<file path="src/rtl/tree_pkg.sv">
// ============================================================================
// tree_pkg : shared types and depth-3 default tables for the tree classifier
// Rev 1.0
// ============================================================================
`default_nettype none

package tree_pkg;

  localparam int TREE_DATA_WIDTH  = 8;
  localparam int TREE_DEPTH_DEF   = 3;
  localparam int TREE_CLASS_WIDTH = 3;
  localparam int NUM_NODES        = (1 << TREE_DEPTH_DEF) - 1;
  localparam int NUM_LEAVES       = 1 << TREE_DEPTH_DEF;

  typedef enum logic [1:0] {
    ST_IDLE    = 2'd0,
    ST_CAPTURE = 2'd1,
    ST_WALK    = 2'd2,
    ST_EMIT    = 2'd3
  } state_e;

  // Heap-ordered node thresholds: children of node n are 2n+1 (below) and 2n+2.
  localparam logic [TREE_DATA_WIDTH-1:0] DEFAULT_THRESH [NUM_NODES] = '{
    8'd128, 8'd64, 8'd192, 8'd32, 8'd96, 8'd160, 8'd224
  };

  localparam logic [TREE_CLASS_WIDTH-1:0] LEAF_CLASS [NUM_LEAVES] = '{
    3'd0, 3'd1, 3'd2, 3'd3, 3'd4, 3'd5, 3'd6, 3'd7
  };

endpackage

`default_nettype wire

</file>
<file path="src/rtl/tree_classifier_fsm_if.sv">
// ============================================================================
// tree_classifier_fsm_if : sample/result/config bundle for the tree classifier
// Rev 1.0
// ============================================================================
`default_nettype none

interface tree_classifier_fsm_if #(
  parameter int DATA_WIDTH  = 8,
  parameter int TREE_DEPTH  = 3,
  parameter int CLASS_WIDTH = 3
);
  logic [DATA_WIDTH-1:0]  data_in;
  logic                   data_ready;
  logic                   data_processed;
  logic [CLASS_WIDTH-1:0] class_out;
  logic                   class_valid;
  logic                   busy;
  logic                   cfg_we;
  logic [TREE_DEPTH-1:0]  cfg_addr;
  logic [DATA_WIDTH-1:0]  cfg_data;

  modport master (
    output data_in, data_ready, cfg_we, cfg_addr, cfg_data,
    input  data_processed, class_out, class_valid, busy
  );

  modport slave (
    input  data_in, data_ready, cfg_we, cfg_addr, cfg_data,
    output data_processed, class_out, class_valid, busy
  );
endinterface

`default_nettype wire

</file>
<file path="src/rtl/tree_classifier_fsm_node_step.sv">
// ============================================================================
// tree_node_step : one decision-tree hop, node -> 2*node+1+(feature>=thresh)
// Rev 1.0
// ============================================================================
`default_nettype none

module tree_node_step #(
  parameter int DATA_WIDTH = 8,
  parameter int TREE_DEPTH = 3
) (
  input  logic [TREE_DEPTH:0]   node_i,
  input  logic [DATA_WIDTH-1:0] feature_i,
  input  logic [DATA_WIDTH-1:0] thresh_i,
  output logic [TREE_DEPTH:0]   node_o
);
  logic go_right;

  assign go_right = (feature_i >= thresh_i);
  assign node_o   = (node_i << 1) + (TREE_DEPTH+1)'(1) + (TREE_DEPTH+1)'(go_right);
endmodule

`default_nettype wire

</file>
<file path="src/rtl/tree_classifier_fsm.sv">
// ============================================================================
// tree_classifier_fsm : captures a feature word, walks a binary decision tree
// one node per clock, emits a class label. Macro THRESH_LOAD_EN adds a
// writable threshold register file. Rev 1.0
// ============================================================================
`default_nettype none

module tree_classifier_fsm
  import tree_pkg::*;
#(
  parameter int DATA_WIDTH  = TREE_DATA_WIDTH,
  parameter int TREE_DEPTH  = TREE_DEPTH_DEF,
  parameter int CLASS_WIDTH = TREE_CLASS_WIDTH
) (
  input  logic                 clk,
  input  logic                 rst_n,
  tree_classifier_fsm_if.slave bus_if
);
  localparam int                  STEP_W    = $clog2(TREE_DEPTH + 1);
  localparam logic [STEP_W-1:0]   STEP_LAST = STEP_W'(TREE_DEPTH - 1);
  localparam logic [TREE_DEPTH:0] LEAF_BASE = (TREE_DEPTH+1)'((1 << TREE_DEPTH) - 1);

  state_e                 state_q;
  logic [DATA_WIDTH-1:0]  feature_q;
  logic [TREE_DEPTH:0]    node_q;
  logic [TREE_DEPTH:0]    node_d;
  logic [STEP_W-1:0]      step_q;
  logic [CLASS_WIDTH-1:0] class_out_q;
  logic                   class_valid_q;
  logic [DATA_WIDTH-1:0]  thresh_sel;
  logic [TREE_DEPTH:0]    leaf_idx;
  logic                   node_internal;

  // Only nodes 0..2^D-2 carry a threshold; leaf indices select nothing.
  assign node_internal = !node_q[TREE_DEPTH] && (node_q[TREE_DEPTH-1:0] != '1);

`ifdef THRESH_LOAD_EN
  logic [DATA_WIDTH-1:0] thresh_q [NUM_NODES];
  logic                  cfg_wr_ok;

  // Top address is one past the last node, so an all-ones address is dropped.
  assign cfg_wr_ok = (state_q == ST_IDLE) && bus_if.cfg_we && (bus_if.cfg_addr != '1);

  always_ff @(posedge clk or negedge rst_n) begin
    if (!rst_n) begin
      for (int i = 0; i < NUM_NODES; i++) begin
        thresh_q[i] <= DEFAULT_THRESH[i];
      end
    end else if (cfg_wr_ok) begin
      thresh_q[bus_if.cfg_addr] <= bus_if.cfg_data;
    end
  end

  always_comb begin
    thresh_sel = '0;
    if (node_internal) thresh_sel = thresh_q[node_q[TREE_DEPTH-1:0]];
  end
`else
  logic unused_cfg;
  assign unused_cfg = ^{bus_if.cfg_we, bus_if.cfg_addr, bus_if.cfg_data};

  always_comb begin
    thresh_sel = '0;
    if (node_internal) thresh_sel = DEFAULT_THRESH[node_q[TREE_DEPTH-1:0]];
  end
`endif

  tree_node_step #(
    .DATA_WIDTH (DATA_WIDTH),
    .TREE_DEPTH (TREE_DEPTH)
  ) u_node_step (
    .node_i    (node_q),
    .feature_i (feature_q),
    .thresh_i  (thresh_sel),
    .node_o    (node_d)
  );

  assign leaf_idx = node_q - LEAF_BASE;

  logic unused_leaf;
  assign unused_leaf = leaf_idx[TREE_DEPTH];

  always_ff @(posedge clk or negedge rst_n) begin
    if (!rst_n) begin
      state_q       <= ST_IDLE;
      feature_q     <= '0;
      node_q        <= '0;
      step_q        <= '0;
      class_out_q   <= '0;
      class_valid_q <= 1'b0;
    end else begin
      class_valid_q <= 1'b0;
      unique case (state_q)
        ST_IDLE: begin
          if (bus_if.data_ready) state_q <= ST_CAPTURE;
        end
        // The buffer presents the word one edge after its ready pulse.
        ST_CAPTURE: begin
          feature_q <= bus_if.data_in;
          node_q    <= '0;
          step_q    <= '0;
          state_q   <= ST_WALK;
        end
        ST_WALK: begin
          node_q <= node_d;
          step_q <= step_q + STEP_W'(1);
          if (step_q == STEP_LAST) state_q <= ST_EMIT;
        end
        ST_EMIT: begin
          class_out_q   <= LEAF_CLASS[leaf_idx[TREE_DEPTH-1:0]];
          class_valid_q <= 1'b1;
          state_q       <= ST_IDLE;
        end
        default: state_q <= ST_IDLE;
      endcase
    end
  end

  assign bus_if.data_processed = (state_q == ST_IDLE);
  assign bus_if.busy           = (state_q != ST_IDLE);
  assign bus_if.class_out      = class_out_q;
  assign bus_if.class_valid    = class_valid_q;
endmodule

`default_nettype wire

</file>
<file path="src/flat_wrapper.sv">
// flat-port wrapper written by rule: the top's interface ports become plain ports
module tree_classifier_fsm_flat import tree_pkg::*;
#(
  parameter int DATA_WIDTH  = TREE_DATA_WIDTH,
  parameter int TREE_DEPTH  = TREE_DEPTH_DEF,
  parameter int CLASS_WIDTH = TREE_CLASS_WIDTH
)
  (clk, rst_n, bus_if_data_in, bus_if_data_ready, bus_if_cfg_we, bus_if_cfg_addr, bus_if_cfg_data, bus_if_data_processed, bus_if_class_out, bus_if_class_valid, bus_if_busy);
  tree_classifier_fsm_if #(.DATA_WIDTH(DATA_WIDTH), .TREE_DEPTH(TREE_DEPTH), .CLASS_WIDTH(CLASS_WIDTH)) bus_if_i ();
  input  logic clk;
  input  logic rst_n;
  input wire logic [$bits(bus_if_i.data_in)-1:0] bus_if_data_in;
  input wire logic [$bits(bus_if_i.data_ready)-1:0] bus_if_data_ready;
  input wire logic [$bits(bus_if_i.cfg_we)-1:0] bus_if_cfg_we;
  input wire logic [$bits(bus_if_i.cfg_addr)-1:0] bus_if_cfg_addr;
  input wire logic [$bits(bus_if_i.cfg_data)-1:0] bus_if_cfg_data;
  output wire logic [$bits(bus_if_i.data_processed)-1:0] bus_if_data_processed;
  output wire logic [$bits(bus_if_i.class_out)-1:0] bus_if_class_out;
  output wire logic [$bits(bus_if_i.class_valid)-1:0] bus_if_class_valid;
  output wire logic [$bits(bus_if_i.busy)-1:0] bus_if_busy;
  assign bus_if_i.data_in = bus_if_data_in;
  assign bus_if_i.data_ready = bus_if_data_ready;
  assign bus_if_i.cfg_we = bus_if_cfg_we;
  assign bus_if_i.cfg_addr = bus_if_cfg_addr;
  assign bus_if_i.cfg_data = bus_if_cfg_data;
  assign bus_if_data_processed = bus_if_i.data_processed;
  assign bus_if_class_out = bus_if_i.class_out;
  assign bus_if_class_valid = bus_if_i.class_valid;
  assign bus_if_busy = bus_if_i.busy;
  tree_classifier_fsm #(.DATA_WIDTH(DATA_WIDTH), .TREE_DEPTH(TREE_DEPTH), .CLASS_WIDTH(CLASS_WIDTH)) u_core (.clk(clk), .rst_n(rst_n), .bus_if(bus_if_i));
endmodule
</file>
<file path="config.mk">
export PLATFORM = sky130hd
export DESIGN_NAME = tree_classifier_fsm_flat
export DESIGN_NICKNAME = d
export VERILOG_FILES = /design/src/rtl/tree_pkg.sv /design/src/rtl/tree_classifier_fsm_if.sv /design/src/rtl/tree_classifier_fsm_node_step.sv /design/src/rtl/tree_classifier_fsm.sv /design/src/flat_wrapper.sv
export SDC_FILE = /design/constraint.sdc
export NUM_CORES = 1
export LEC_CHECK = 0
export CAP_MARGIN = 5
export CORE_AREA = 5 5 62 64
export CTS_CLUSTER_DIAMETER = 200
export DETAILED_ROUTE_END_ITERATION = 16
export DIE_AREA = 0 0 67 69
export PLACE_DENSITY = 0.65
export SYNTH_ARGS = -nofsm -noshare
export SYNTH_HDL_FRONTEND = slang
export SYNTH_HIERARCHICAL = 1
export SYNTH_SLANG_ARGS = --single-unit
</file>
<file path="constraint.sdc">
create_clock -name clk -period 6.7 [get_ports clk]
set_input_delay 1.005 -clock clk [delete_from_list [all_inputs] [get_ports clk]]
set_output_delay 1.005 -clock clk [all_outputs]
set_load 0.02 [all_outputs]
</file>
; ---- Yosys cells after proc, flatten, opt, wreduce, memory -nomap -nowiden
; Memory sizes are Yosys's and may differ from the RTL's. A register that Yosys moved wholly into a read port is not among the register bits.
; Index checks and enable logic that the tools add are counted.
[op_classes]
addsub = 4
order_cmp = 2
n_eq_ne = 7
n_mux = 9
bitwise = 2
n_reduce_logical = 7
[ops]
columns = op, n
row1 = $mux W8, 3
row2 = $ge A8 B8 Y1, 1
row3 = $not A3 Y4, 2
row4 = $pmux W2 S4, 1
row5 = $pmux W4 S2, 1
row6 = $eq A2 B2 Y1 const B, 3
row7 = $add A4 B1 Y4, 1
row8 = $add A4 B1 Y4 const B, 1
row9 = $ge A4 B4 Y1 const B, 1
row10 = $mux W2, 2
row11 = $pmux W2 S2, 1
row12 = $reduce_bool A2 Y1, 2
row13 = $ne A3 B3 Y1 const B, 1
row14 = $sub A3 B3 Y3 const B, 1
row15 = $add A2 B1 Y2 const B, 1
row16 = $eq A2 B1 Y1 const B, 1
row17 = $logic_not A1 Y1, 2
row18 = $logic_not A2 Y1, 1
row19 = $ne A2 B1 Y1 const B, 1
row20 = $ne A2 B2 Y1 const B, 1
row21 = $reduce_and A2 Y1, 1
row22 = $logic_and A1 B1 Y1, 1
row23 = $mux W1, 1
[word_totals]
reg_bits = 17
rom_bits = 88
elab_cells = 38
n_memories = 2
[mem_list]
columns = name, depth, width, rd, rd_ports_with_merged_regs, write_ports, line_no
row1 = (no name shown), 8, 8, 1, 0, 0, tree_classifier_fsm.sv:64  ; if (node_internal) thresh_sel = DEFAULT_THRESH[node_q[TREE_DEPTH-1:0]];
row2 = (no name shown), 8, 3, 1, 1, 0, tree_classifier_fsm.sv:110  ; class_out_q <= LEAF_CLASS[leaf_idx[TREE_DEPTH-1:0]];

; ---- Depth between registers and ports, before layout
; Gate-level depths: netlist (run 1).
[logic_depth]
word_depth = 8
depth_mapped = 14

; ---- Modules after synthesis
; The synthesis (run 1) kept the hierarchy.
[by_module_without_submodules]
columns = mod, instances, cells_each, area_each_um2, seq_area_each_um2
row1 = tree_classifier_fsm, 1, 77, 958.4, 500.5
row2 = tree_node_step, 1, 31, 266.5, 0.0

; ---- Worst setup path before layout (run 1)
; OpenSTA, ideal clock, no wires.
[synth_timing]
kind = reg2reg
startpoint = register u_core.node_q[0]
endpoint = register u_core.node_q[2]
setup_ns = 0.127
arrival_ns = 2.310
t_required_ns = 6.573
path_slack_ns = 4.264
path_stages_with_launch = 13
synth_period_minus_slack_ns = 2.436
cell_sequence = dfrtp_1 -> ha_1 -> ha_1 -> nor3_1 -> inv_1 -> ha_1 -> a211oi_1 -> o21bai_1 -> or2_1 -> ha_1 -> xor2_1 -> nand3_1 -> o21ai_0
[synth_between]
elab_chain_len = 8
[synth_rtl]
columns = element, line_no
row1 = from (decl), tree_classifier_fsm.sv:25  ; logic [TREE_DEPTH:0] node_q;
row2 = from (signal assigned), tree_classifier_fsm.sv:105  ; node_q <= node_d;
row3 = $not A3 Y4 (not written as such), tree_classifier_fsm.sv:64
row4 = $mem_v2 Z8 W8, n/a
row5 = $mux W8 (not written as such) (2 in series), tree_classifier_fsm.sv:64
row6 = $mux W8 (*), tree_classifier_fsm.sv:64
row7 = named net u_core.thresh_sel[5], tree_classifier_fsm.sv:30  ; logic [DATA_WIDTH-1:0] thresh_sel;
row8 = $ge A8 B8 Y1 (*), tree_classifier_fsm_node_step.sv:18  ; assign go_right = (feature_i >= thresh_i);
row9 = $add A4 B1 Y4 (*), tree_classifier_fsm_node_step.sv:19  ; assign node_o = (node_i << 1) + (TREE_DEPTH+1)'(1) + (TREE_DEPTH+1)'(go_right);
row10 = named net u_core.node_d[2], tree_classifier_fsm.sv:26  ; logic [TREE_DEPTH:0] node_d;
row11 = $pmux W4 S2 (*), tree_classifier_fsm.sv:93  ; unique case (state_q)
; The timed path passes the listed nets; every way through them passes the cells marked *. The select of a mux whose other input is x is not followed.
; A chain may end at the register's enable or synchronous reset.

; ---- Final worst setup path (run 1)
[layout_timing]
startpoint = register u_core.state_q[0]
endpoint = output port bus_if_busy
[layout_between]
elab_chain_len = 1
[layout_rtl]
columns = element, line_no
row1 = from (decl), tree_classifier_fsm.sv:23  ; state_e state_q;
row2 = from (signal assigned), tree_classifier_fsm.sv:85  ; state_q <= ST_IDLE;
row3 = from (signal assigned), tree_classifier_fsm.sv:95  ; if (bus_if.data_ready) state_q <= ST_CAPTURE;
row4 = from (signal assigned), tree_classifier_fsm.sv:102  ; state_q <= ST_WALK;
row5 = $reduce_bool A2 Y1, tree_classifier_fsm.sv:120  ; assign bus_if.busy = (state_q != ST_IDLE);
row6 = to (decl), flat_wrapper.sv:20  ; output wire logic [$bits(bus_if_i.busy)-1:0] bus_if_busy;
; No other way between the ends.

==> results of run 1 <==
[per-stage QoR]
step / hold WS [ns] / cells / area, um2 / util, %
finish: 0.522 / 175 / 1490 / 46.1
global route: 0.543 / 175 / 1490 / 46.1
CTS: 0.525 / 175 / 1490 / 46.1
detailed placement: 0.495 / 171 / 1440 / 44.4
global placement: 0.492 / 171 / 1440 / 44.4
floorplan: 0.481 / 112 / 1240 / -
[cell families after synthesis]
logic type	count (synthesis)	synth area share [%]
AND/OR/NAND/NOR	15	7.35
other	1	0.306
adder cells (fa/ha/maj)	19	19.4
flip-flops	20	40.9
buffers and inverters	23	7.86
XOR/XNOR	2	1.43
AO/OA/AOI/OAI	16	11.4
multiplexers	12	11.3
[layout make-up]
class / count / share of cell area [%]
Tap cell: 46 / 3.87
Timing Repair Buffer: 16 / 10.8
Sequential cell: 20 / 33.6
Clock inverter: 1 / 2.02
Multi-Input combinational cell: 69 / 43.2
Clock buffer: 3 / 1.51
Inverter: 20 / 5.04
[path summary, 6_finish.rpt]
path	depth (start not counted)	from	to	slack (ns)
setup / recovery	4	u_core/state_q[0]	bus_if_busy	3.96
hold / removal	1	u_core/bus_if.class_out[1]	u_core/bus_if.class_out[1]	0.52
setup reg to reg	12	u_core/node_q[0]	u_core/node_q[2]	4.05
hold reg to reg	1	u_core/bus_if.class_out[1]	u_core/bus_if.class_out[1]	0.52
max in group asynchronous	1	rst_n	u_core/feature_q[0]	4.93
min in group asynchronous	1	rst_n	u_core/node_q[3]	1.20
[cells in the mapped netlist]
cell type	count	area, um2
inv_1	19	71.3
or2_1	1	6.26
o21bai_1	1	7.51
a2111oi_4	1	27.5
mux2_2	11	124
nand4_1	1	6.26
nor3_1	3	15.0
o22a_2	1	10.0
buf_2	2	10.0
conb_1	1	3.75
a2bb2oi_2	1	15.0
dfrtp_1	20	500
nor2_1	1	3.75
a2111oi_2	1	15.0
xnor2_1	1	8.76
xor2_1	1	8.76
o211ai_2	1	12.5
nand3_1	5	25.0
mux2_4	1	15.0
nand3b_1	1	7.51
o21ai_0	7	35.0
a211oi_1	1	7.51
nor2b_1	1	6.26
a21oi_1	2	10.0
ha_1	19	238
buf_6	1	11.3
or2_2	1	6.26
inv_2	1	3.75
nand2b_4	1	13.8
[routing by layer]
metal	global-route usage, %	vias up
met1	12.6	379
met2	18.2	14
li1	-	403
met3	4.38	0
met5	0	-
met4	1.13	0
[cells in the final DEF (no fill, tap or decap), drive strengths merged]
master,instances
dfrtp,20
o21bai,1
conb,5
nand2b,1
ha,19
clkdlybuf4s50,16
a21oi,2
mux2,12
o21ai,7
bufinv,1
a2111oi,2
or2,2
nor2b,1
nor3,3
nand4,1
clkbuf,3
nand3b,1
a2bb2oi,1
nor2,1
o22a,1
o211ai,1
nand3,5
a211oi,1
xnor2,1
xor2,1
inv,20
[critical path: cells and delay by family, from the launching register on]
family	cells	cell delay, ns
buffers and inverters	3	0.77
flip-flops	1	0.42
adder cells (fa/ha/maj)	1	0.24
[registers in the layout (all words and copies together), names as in the netlist]
register	count
u_core/bus_if.class_out	3
u_core/bus_if.class_valid	1
u_core/feature_q	8
u_core/node_q	4
u_core/state_q	2
u_core/step_q	2
[where the power goes]
group	internal (W)	leakage (nW)	switching (W)
clock network	0.0000605	0.0279	0.0000396
registers	0.000175	0.249	0.0000374
logic	0.000196	0.401	0.000190
total	0.000431	0.677	0.000267
==> impl_metrics.py, run 1 <==
metrics = {
    "status": {
        "status": "complete, no violations",
    },
    "drt": {
        "antenna_left": 0,
        "vias": 796,
        "drc_errors": 0,
        "routed_wl_um": 2110,
        "viasPerCell": 4.55,
        "dr.first_iter.drc_count": 9,
        "drt-met1-wl_um": 930,
        "wl_met3_um": 125,
        "first_pass_iters": 3,
        "highest_layer": "met3",
        "met2_length_um": 1050,
        "wl_per_cell_um": 12.0,
    },
    "worst_setup_path": {
        "critPathMaxFanout": 4,
        "crit_path_end_kind": "output port",
        "crit_required_ns": 5.69,
        "cp-start-kind": "flip-flop",
        "crit_arrival_ns": 1.73,
        "worstSetupPathType": "reg2out",
        "crit_chain": "inv_1 > ha_1 > inv_2 > clkdlybuf4s50_1",
        "crit_slowest_cell": "clkdlybuf4s50_1",
        "slowest_delay_ns": 0.61,
    },
    "pwr": {
        "power_density_mw_per_mm2": 469,
        "power_w": 0.000698,
        "ir_worst_vdd_uv": 294,
        "leakage_nw": 0.677,
    },
    "global_routing": {
        "grt_pass1_vias": 941,
        "grt_max_degree": 21,
        "gr-total-overflow": 0,
        "grt_pass1_wl_um": 3950,
        "track_usage_pct": 10.6,
        "antenna_found_initial": 0,
    },
    "floorplanning": {
        "start_util_pct": 37.9,
        "die_w_um": 67,
        "io_pins": 29,
        "die-area_mm2": 0.00462,
        "die_h_um": 69,
        "rows": 21,
        "core_mm2": 0.00323,
    },
    "sta": {
        "final.setup.worst_slack_ns": 3.96,
        "finalHoldViolations": 0,
        "fmax_ghz": 0.366,
        "maxSlewViolCount": 0,
        "fin_tns_setup_ns": 0,
        "min_period_over_period_pct": 40.8,
        "fin_skew_ns": 0.00945,
        "worstMarginPinSlew_ns": 0.932,
        "max-slew-margin-rel_pct": 37.7,
        "grt_setup_unrepaired": "no",
        "period_needed_ns": 2.74,
        "setup_violations": 0,
    },
    "synthesis": {
        "ys_seq_area_share_pct": 40.9,
        "synth.avg_cell_area_um2": 11.3,
        "synth_warnings": 6,
        "yosys_register_bits": 20,
        "synth_cells": 108,
        "syn-cell-area_mm2": 0.00122,
        "synthDistinctLibCells": 29,
    },
    "clock_network": {
        "cts-hold-fix-buffers": 0,
        "cts_resized": 0,
        "clock_latency_ns": 0.31,
        "clk_pin_slew_ns": 0.12,
        "cts_inserted_buffers": 3,
        "cts-root-buf": "clkbuf_4",
        "cts_buffer_depth": 2,
        "cts_max_level": 1,
        "postCtsSetupBuffers": 0,
        "cts_tree": "yes",
        "clkSinkCount": 20,
    },
    "place": {
        "dp_hpwl_um": 1650,
        "dpl_worst_slack_ns": 4.02,
        "io_buffers": 16,
        "place_congestion": 0.828,
    },
    "layout": {
        "final_nets": 172,
        "drive_above_1_share_pct": 18.6,
        "area_growth_pct": 21.6,
        "seq_area_um2": 500,
        "multi_input_area_um2": 643,
        "fill_cells": 310,
        "antenna_cells": 0,
    },
    "flow_run": {
        "cap_violations": 0,
    },
    "worst_hold_path": {
        "hold_path.class": "reg2reg",
    },
}
No activity file was read; power rests on OpenSTA's default activity.
==> inputs of run 2 (changes only) <==
- clock period: 6.7 -> 2.6 ns (I/O delays scaled with it)
==> run 2 against run 1 <==
  * Clock skew is 0.0039 ns lower
  * Utilization is 3.9 points higher
  * Sequential share of layout area shrank 2.7 points
  * Setup slack got worse by 3.9 ns
  * Clock power grew to 2.6 times the previous value
  * Final cell count up 3.4%
  * Global-route usage rose by 0.27 points
  * Clock-buffer cell count is the same
  * Combinational power rose to 3.1 times the previous value
==> impl_metrics.py, run 2 (synthesis results as in run 1) <==
metrics = {
    "layout": {
        "final_nets": 178,
        "fill_cells": 304,
        "multi_input_area_um2": 722,
        "drive_above_1_share_pct": 32.6,
        "final_cell_mix": "dfrtp_1 (20), inv_1 (17), clkdlybuf4s50_1 (16)",
        "top_register": "u_core/feature_q",
        "largest_register_ffs": 8,
        "area_growth_pct": 32.0,
        "seq_area_um2": 500,
        "instances_no_fill": 181,
        "layout_commonest_cell": "dfrtp_1",
        "fin_area_mm2": 0.00162,
        "antenna_cells": 0,
    },
    "worst_setup_path": {
        "slowest_delay_ns": 0.44,
        "crit_required_ns": 2.84,
        "critPathMaxFanout": 4,
        "crit_slowest_cell": "dfrtp_1",
        "worstSetupPathType": "reg2reg",
        "crit_path_end_kind": "flip-flop",
        "crit_chain": "ha_2 > inv_1 > ha_2 > nor3_2 > inv_1 > ha_4 > a211oi_2 > o21bai_1 > or2_1 > ha_2 > xor2_1 > nand3_1 > o21ai_1",
        "crit_buf_inv": 2,
        "critPathTopFamily": "adder cells",
        "crit_arrival_ns": 2.78,
        "cp-start-kind": "flip-flop",
        "rrSetupSlack_ns": 0.06,
        "crit_path_frequent_cell": "ha_2",
    },
    "sta": {
        "hold_ws_ns": 0.414,
        "grt_setup_unrepaired": "yes",
        "fmax_ghz": 0.394,
        "setup_violations": 0,
        "fin_skew_ns": 0.00555,
        "maxSlewViolCount": 0,
        "finalHoldViolations": 0,
        "min_period_over_period_pct": 97.6,
        "period_needed_ns": 2.54,
    },
    "drt": {
        "routed_wl_um": 2250,
        "viasPerCell": 4.56,
        "drt-met1-wl_um": 933,
        "wl_met3_um": 118,
        "drc_errors": 0,
        "vias": 826,
        "highest_layer": "met3",
        "wl_per_cell_um": 12.4,
        "antenna_left": 0,
        "dr.first_iter.drc_count": 16,
        "met2_length_um": 1190,
        "first_pass_iters": 4,
    },
    "place": {
        "placed_cell_area_mm2": 0.00147,
        "io_buffers": 16,
        "dp_cells": 175,
        "place_congestion": 0.826,
        "dp_hpwl_um": 1700,
    },
    "floorplanning": {
        "io_pins": 29,
        "die_h_um": 69,
        "core_mm2": 0.00323,
        "die_w_um": 67,
        "die-area_mm2": 0.00462,
        "rows": 21,
        "start_util_pct": 37.9,
    },
    "global_routing": {
        "antenna_found_initial": 0,
        "grt_pass1_wl_um": 3970,
        "gr-total-overflow": 0,
        "track_usage_pct": 10.9,
        "grt_pass1_vias": 946,
        "grt_max_degree": 21,
    },
    "pwr": {
        "power_density_mw_per_mm2": 1250,
        "ir_worst_vdd_uv": 785,
        "leakage_nw": 0.707,
    },
    "flow_run": {
        "cap_violations": 0,
    },
    "clock_network": {
        "cts-root-buf": "clkbuf_4",
        "clk_pin_slew_ns": 0.12,
        "clkSinkCount": 20,
        "cts_inserted_buffers": 3,
        "cts_max_level": 1,
        "cts-hold-fix-buffers": 0,
        "clock_latency_ns": 0.31,
        "cts_buffer_depth": 2,
        "cts_tree": "yes",
    },
    "status": {
        "status": "complete, no violations",
    },
    "worst_hold_path": {
        "hold_path.class": "in2async",
    },
}
## run 2: timing repair
item / CTS / global route
gates resized for setup: 3 / 15
buffers inserted: 2 / 0
endpoints found under the setup margin: 1 / 2
pin swaps: 0 / 12
## run 2: layout make-up
| cell class | instances | share of cell area (%) |
|---|---|---|
| clock buffers | 3 | 1.39 |
| clock inverters | 1 | 1.86 |
| inverters | 20 | 4.64 |
| multi-input cells | 69 | 44.7 |
| flip-flops and latches | 20 | 31.0 |
| well taps | 46 | 3.56 |
| repair buffers | 22 | 12.9 |
## run 2: routing by layer
metal	vias up	global-route usage, %
met2	16	19.5
met5	-	0
met3	0	4.87
li1	415	-
met1	395	11.9
met4	0	1.13
## run 2: worst paths after layout
| kind | endpoint | depth (start not counted) | startpoint |
|---|---|---|---|
| worst min-delay path | u_core/feature_q[4] | 2 | rst_n |
| max in group asynchronous | u_core/feature_q[3] | 2 | rst_n |
| min in group clk | u_core/feature_q[0] | 1 | u_core/feature_q[0] |
| worst max-delay path | u_core/node_q[2] | 13 | u_core/node_q[0] |
| worst max register to register | u_core/node_q[2] | 13 | u_core/node_q[0] |
| worst min register to register | u_core/feature_q[0] | 1 | u_core/feature_q[0] |
## run 2: worst reg2reg max path, stage by stage, from the launching register on
cell and delay [ns]:
dfrtp_1 0.44, ha_2 0.21, inv_1 0.05, ha_2 0.17, nor3_2 0.13, inv_1 0.08
ha_4 0.22, a211oi_2 0.24, o21bai_1 0.12, or2_1 0.27, ha_2 0.19, xor2_1 0.17
nand3_1 0.09, o21ai_1 0.09
## run 2: power breakdown
group	internal [W]	switching, W	total (W)
combinational	0.000641	0.000572	0.00121
sequential	0.000450	0.000104	0.000554
clock	0.000156	0.000101	0.000257
## run 2: through the flow
step / setup WS (ns) / utilization, % / TNS (ns) / power [W]
2_1_floorplan: 0.164 / - / 0 / 0.00131
3_3_place_gp: 0.0403 / 45.4 / 0 / 0.00156
3_5_place_dp: -0.0709 / 45.4 / -0.0709 / 0.00162
4_1_cts: 0.0124 / 47.9 / 0 / 0.00192
5_1_grt: -0.100 / 50.0 / -0.104 / 0.00219
6_report: 0.0621 / 50.0 / 0 / 0.00202
==> inputs of run 3 (changes only) <==
- CAP_MARGIN: 5 -> 20
- CTS_CLUSTER_DIAMETER: 200 -> 120
==> results of run 3 <==
Same layout as run 2: the final DEF is identical, and so are final timing and power.
